$ cat src/rtl/conv_sched_pkg.sv
// Shared types and helpers for the convolution channel scheduler.
// CONV_SCHED_SATURATE_EN selects a saturating rather than wrapping output.
package conv_sched_pkg;

    typedef enum logic [1:0] {
        IDLE  = 2'd0,
        REQ   = 2'd1,
        WRITE = 2'd2,
        DONE  = 2'd3
    } state_e;

    function automatic int idx_width(input int n);
        return (n <= 1) ? 1 : $clog2(n);
    endfunction

    // Negative sums clamp to 0; optionally clamp to the positive maximum.
    function automatic logic signed [63:0] relu_sat(
        input logic signed [63:0] sum,
        input int                 wbit,
        input bit                 sat
    );
        logic signed [63:0] maxv;
        maxv = (64'sd1 <<< (wbit - 1)) - 64'sd1;
        if (sum < 0)
            return '0;
        if (sat && (sum > maxv))
            return maxv;
        return sum;
    endfunction

endpackage

$ cat src/rtl/conv_channel_scheduler_window_index_counter.sv
// Row/column position counter over an OUT_DIM x OUT_DIM output map.
// Column advances first; last_pos flags the bottom-right position.
module window_index_counter
    import conv_sched_pkg::*;
#(
    parameter int OUT_DIM = 5,
    parameter int IDX_W   = 3
) (
    input  logic             clock,
    input  logic             reset,
    input  logic             clear,
    input  logic             inc,
    output logic [IDX_W-1:0] row,
    output logic [IDX_W-1:0] col,
    output logic             last_pos
);

    localparam logic [IDX_W-1:0] LAST = IDX_W'(OUT_DIM - 1);

    always_ff @(posedge clock or posedge reset) begin
        if (reset) begin
            row <= '0;
            col <= '0;
        end else if (clear) begin
            row <= '0;
            col <= '0;
        end else if (inc) begin
            if (col == LAST) begin
                col <= '0;
                row <= (row == LAST) ? '0 : row + IDX_W'(1);
            end else begin
                col <= col + IDX_W'(1);
            end
        end
    end

    assign last_pos = (row == LAST) && (col == LAST);

endmodule

$ cat src/rtl/conv_channel_scheduler.sv
// Time-multiplexes one KxK conv engine over NUM_CH channels per output pixel.
// Build option: CONV_SCHED_SATURATE_EN clamps activations to the signed max.
module conv_channel_scheduler
    import conv_sched_pkg::*;
#(
    parameter  int SIZE      = 7,
    parameter  int SIZEKer   = 3,
    parameter  int NUM_CH    = 2,
    parameter  int WIDTH_BIT = 8,
    parameter  int ACC_W     = 24,
    localparam int OUT_DIM   = SIZE - SIZEKer + 1,
    localparam int IDX_W     = idx_width(OUT_DIM),
    localparam int CH_W      = idx_width(NUM_CH)
) (
    input  logic                        clock,
    input  logic                        reset,
    input  logic                        start,
    input  logic signed [WIDTH_BIT-1:0] bias,
    output logic                        busy,
    output logic                        done,
    output logic [IDX_W-1:0]            win_row,
    output logic [IDX_W-1:0]            win_col,
    output logic [CH_W-1:0]             ch_sel,
    output logic                        mac_req,
    input  logic                        mac_ack,
    input  logic signed [ACC_W-1:0]     mac_result,
    output logic                        wr_en,
    output logic [IDX_W-1:0]            wr_row,
    output logic [IDX_W-1:0]            wr_col,
    output logic signed [WIDTH_BIT-1:0] wr_data
);

    localparam logic [1:0] S_IDLE  = IDLE;
    localparam logic [1:0] S_REQ   = REQ;
    localparam logic [1:0] S_WRITE = WRITE;
    localparam logic [1:0] S_DONE  = DONE;

    localparam logic [CH_W-1:0] LAST_CH = CH_W'(NUM_CH - 1);

`ifdef CONV_SCHED_SATURATE_EN
    localparam bit SAT = 1'b1;
`else
    localparam bit SAT = 1'b0;
`endif

    logic [1:0]                  state;
    logic [CH_W-1:0]             ch;
    logic signed [ACC_W-1:0]     acc;
    logic signed [WIDTH_BIT-1:0] bias_q;
    logic                        done_q;
    logic [IDX_W-1:0]            row;
    logic [IDX_W-1:0]            col;
    logic                        last_pos;
    logic                        cnt_clear;
    logic signed [63:0]          sum64;

    window_index_counter #(
        .OUT_DIM (OUT_DIM),
        .IDX_W   (IDX_W)
    ) u_idx (
        .clock    (clock),
        .reset    (reset),
        .clear    (cnt_clear),
        .inc      (wr_en),
        .row      (row),
        .col      (col),
        .last_pos (last_pos)
    );

    assign busy      = (state != S_IDLE);
    assign mac_req   = (state == S_REQ);
    assign wr_en     = (state == S_WRITE);
    assign done      = done_q;
    assign cnt_clear = (state == S_IDLE) && start;
    assign win_row   = row;
    assign win_col   = col;
    assign ch_sel    = ch;
    assign wr_row    = wr_en ? row : '0;
    assign wr_col    = wr_en ? col : '0;

    assign sum64   = 64'(acc) + 64'(bias_q);
    assign wr_data = wr_en ? WIDTH_BIT'(relu_sat(sum64, WIDTH_BIT, SAT)) : '0;

    always_ff @(posedge clock or posedge reset) begin
        if (reset) begin
            state  <= S_IDLE;
            ch     <= '0;
            acc    <= '0;
            bias_q <= '0;
            done_q <= 1'b0;
        end else begin
            // done trails the DONE state so it lands in the first idle cycle
            done_q <= (state == S_DONE);
            case (state)
                S_IDLE: begin
                    if (start) begin
                        bias_q <= bias;
                        ch     <= '0;
                        acc    <= '0;
                        state  <= S_REQ;
                    end
                end
                S_REQ: begin
                    if (mac_ack) begin
                        acc <= acc + mac_result;
                        if (ch == LAST_CH)
                            state <= S_WRITE;
                        else
                            ch <= ch + CH_W'(1);
                    end
                end
                S_WRITE: begin
                    acc   <= '0;
                    ch    <= '0;
                    state <= last_pos ? S_DONE : S_REQ;
                end
                default: begin
                    state <= S_IDLE;
                end
            endcase
        end
    end

endmodule

$ cat config.mk
export PLATFORM = sky130hd
export DESIGN_NAME = conv_channel_scheduler
export DESIGN_NICKNAME = d
export VERILOG_FILES = /design/src/rtl/conv_sched_pkg.sv /design/src/rtl/conv_channel_scheduler_window_index_counter.sv /design/src/rtl/conv_channel_scheduler.sv
export SDC_FILE = /design/constraint.sdc
export NUM_CORES = 1
export LEC_CHECK = 0
export ABC_AREA = 1
export BUFFER_PORTS_ARGS = -buffer_cell sky130_fd_sc_hd__buf_2
export CORE_UTILIZATION = 60
export CTS_CLUSTER_DIAMETER = 40
export DETAILED_ROUTE_END_ITERATION = 6
export PLACE_DENSITY = 0.9
export SLEW_MARGIN = 0
export SYNTH_ARGS = -nofsm -noshare
export SYNTH_HDL_FRONTEND = slang
export SYNTH_SLANG_ARGS = --single-unit
$ cat constraint.sdc
create_clock -name clock -period 3.3 [get_ports clock]
set_input_delay 0.66 -clock clock [delete_from_list [all_inputs] [get_ports clock]]
set_output_delay 0.66 -clock clock [all_outputs]
set_load 0.03 [all_outputs]
==> flow_metrics.env <==
export IMPL_synth_area_leaders="dfrtp_1 25%, nand2_1 24%, ha_1 15%, inv_1 10%, nor2_1 5.2%"
export IMPL_comb_power_share_pct=62.3
export IMPL_slew_headroom_pct=34.4
export IMPL_cts_max_level=2
export IMPL_yosysUniqueCellTypes=33
export IMPL_insertion_delay_ns=0.31
export IMPL_tritoncts="built"
export IMPL_synth_cells=679
export IMPL_antenna_found_initial=0
export IMPL_cap_viol_max_count=0
export IMPL_dr_pass1_iters=5
export IMPL_synth_top_area_share_pct=25.1
export IMPL_initial_core_util_pct=62.1
export IMPL_fp_dieArea_sq_um=7330
export IMPL_ant_nets=0
export IMPL_grt_overflow=0
export IMPL_io_buffer_count=60
export IMPL_synth_avg_cell_area_sq_um=6.18
export IMPL_drv_slew=0
export IMPL_fmax_ghz=0.323
export IMPL_path_cells="ha_1 -> inv_1 -> fa_1 -> inv_1 -> nand2_1 -> nand2_1 -> nand2_1 -> nand2_1 -> nand2_1 -> nand2_1 -> nand2_1 -> nand4_1 -> nand2_2 -> nor2_1 -> buf_2"
export IMPL_ys_seq_area_share_pct=25.1
export IMPL_criticalPathCategory="register to output pin"
export IMPL_grt_util_met1_pct=39.5
export IMPL_crit_path_start_kind="register"
export IMPL_ys_flop_type="dfrtp_1"
export IMPL_power_leakage_nw=2.88
export IMPL_place_gp_congestion=0.992
export IMPL_p_clk_share_pct=12.0
export IMPL_hp_class="input pin to async pin"
export IMPL_setup_tns_ns=0
export IMPL_worstMarginPinSlew_ns=0.977
export IMPL_path_max_fanout=8
export IMPL_clock_sinks=42
export IMPL_grt_usage_pct=32.8
export IMPL_powerDensity_nw_per_um2=751
export IMPL_n_antenna_cell=0
export IMPL_drc=0
export IMPL_outcome="completed"
export IMPL_vias=4564
export IMPL_cts_setup_buffers=0
export IMPL_coreArea_sq_um=6760
export IMPL_cts_buffer_depth=2
export IMPL_grt_busiest_layer="met2"
export IMPL_syn_num_nets=768
export IMPL_grt_pass1_wl_um=19100
export IMPL_synth_top_area_cell="dfrtp_1"
export IMPL_drtIter0Drc=329
export IMPL_critPathSlowestCell="dfrtp_1"
export IMPL_rsz0062_at_grt="false"
export IMPL_p_sw_mw=1.89
export IMPL_finClkSkew_ns=0.00918
export IMPL_syn_area_sq_um=4200
export IMPL_clk_pin_slew_worst_paths_ns=0.09
export IMPL_drive_gt1_share_pct=11.2
export IMPL_max_stage_delay_ns=0.39
export IMPL_cp_arrival_ns=2.44
export IMPL_area_growth_pct=11.5
export IMPL_clockRootBuffer="clkbuf_8"
export IMPL_drt_total_wl_um=11400
export IMPL_fp_row_count=30
export IMPL_wl_per_cell_um=13.9
export IMPL_rrSetupSlack_ns=1.27
export IMPL_setup_viol=0
export IMPL_path_common_cell="nand2_1"
export IMPL_grt_max_degree=25
export IMPL_irDropWorstVdd_v=0.000538
export IMPL_synth_edf_count=0
export IMPL_ys_top_cells_by_count="269 x nand2_1, 112 x inv_1, 58 x nor2_1"
export IMPL_routed_via_density=5.55
export IMPL_finalCriticalPeriod_ns=3.10
export IMPL_fp_dieH_um=85.6
export IMPL_period_share_pct=93.9
export IMPL_met3_usage_pct=4.43
export IMPL_async_flop_share_pct=100
export IMPL_use_met2_pct=57.7
export IMPL_p_int_mw=1.63
export IMPL_power_switching_share_pct=53.6
export IMPL_cts_buffers=5
export IMPL_grt_pass1_vias=4294
export IMPL_ys_seq_elements=42
export IMPL_seqPwrFrac_pct=25.7
export IMPL_end_kind="output pin"
export IMPL_yosysMostFrequentCell="nand2_1"
export IMPL_synth_warnings=0
export IMPL_dp_hpwl_um=8930
export IMPL_critical_path_required_ns=2.64
export IMPL_die_w_um=85.6
export IMPL_power_total_mw=3.52
export IMPL_io_pins=61
export IMPL_nets=831
export IMPL_finalHoldViolCount=0
## kinds of logic (layout without fill, tap and decap cells)
family                   Yosys count  count (layout)  synth area share, %
adder cells (fa/ha/maj)           53              53                 16.2
buffers and inverters            121             185                 11.3
AND/OR/NAND/NOR                  389             389                 37.7
AO/OA/AOI/OAI                     72              72                 9.39
XOR/XNOR                           2               2                0.418
flip-flops                        42              42                 25.1
## path summary, 6_finish.rpt
check / start / to / cells after the start
worst max-delay path: acc[0] / wr_data[4] / 15
worst min-delay path: reset / acc[21] / 2
worst max register to register: acc[8] / acc[18] / 10
worst min register to register: bias_q[3] / bias_q[3] / 2
max in group asynchronous: reset / bias_q[5] / 3
min in group clock: bias_q[3] / bias_q[3] / 2
## critical path, delay by kind of cell (launching register included)
kind | cells | cell delay, ns
buffers and inverters | 3 | 0.38
flip-flops | 1 | 0.39
AND/OR/NAND/NOR | 10 | 0.83
adder cells (fa/ha/maj) | 2 | 0.54
## layout by cell type, fill, tap and decap left out, drive strengths merged
| master | count |
|---|---|
| a21o | 1 |
| a21oi | 33 |
| a22o | 1 |
| a31oi | 2 |
| and3 | 1 |
| buf | 61 |
| bufinv | 1 |
| clkbuf | 5 |
| clkinv | 4 |
| dfrtp | 42 |
| fa | 2 |
| ha | 51 |
| inv | 114 |
| nand2 | 269 |
| nand3 | 37 |
| nand3b | 2 |
| nand4 | 10 |
| nor2 | 63 |
| nor3 | 5 |
| o21a | 1 |
| o21ai | 30 |
| o21bai | 2 |
| o31ai | 2 |
| or2 | 2 |
| xor2 | 2 |
## state kept, by name (all words and copies together), names as in the netlist
signal	cells
acc	24
bias_q	8
done	1
u_idx.col	3
state	2
ch_sel	1
u_idx.row	3
## area by class of cell
cell class,count,area (sq um)
Fill cell,598,2080
Tap cell,80,100
Clock buffer,5,68.8
Clock inverter,3,40.0
Sequential cell,42,1050
Multi-Input combinational cell,516,2670
Inverter,116,438
Timing Repair Buffer,61,308
## repair_timing
action                     in CTS  in global routing
hold buffers                    0                  0
setup endpoints to repair       0                  8
resized for setup               0                  2
## routing by layer
layer | up-vias | wire length (um)
met5 | - | 0
met4 | 0 | 432
met3 | 30 | 742
met2 | 199 | 5570
met1 | 2074 | 4680
li1 | 2261 | -
## metrics by stage
step                hold slack [ns]  instance area, sq um  setup slack (ns)  util [%]  std cells
floorplan                     0.453                  4200             0.647         -        679
global placement              0.469                  4570             0.593      67.6        815
detailed placement            0.473                  4570             0.458      67.6        815
CTS                           0.478                  4680             0.119      69.2        823
global route                  0.512                  4680            0.0352      69.3        823
finish                        0.446                  4680             0.202      69.3        823
## power by group through the flow
| stage | combinational [mW] | clock, mW | sequential, mW |
|---|---|---|---|
| floorplan | 1.62 | 0 | 0.879 |
| global placement | 2.04 | 0 | 0.894 |
| detailed placement | 2.13 | 0 | 0.903 |
| CTS | 2.15 | 0.424 | 0.897 |
| global route | 2.47 | 0.443 | 0.921 |
| finish | 2.19 | 0.422 | 0.902 |
(Power assumes the default switching activity.)
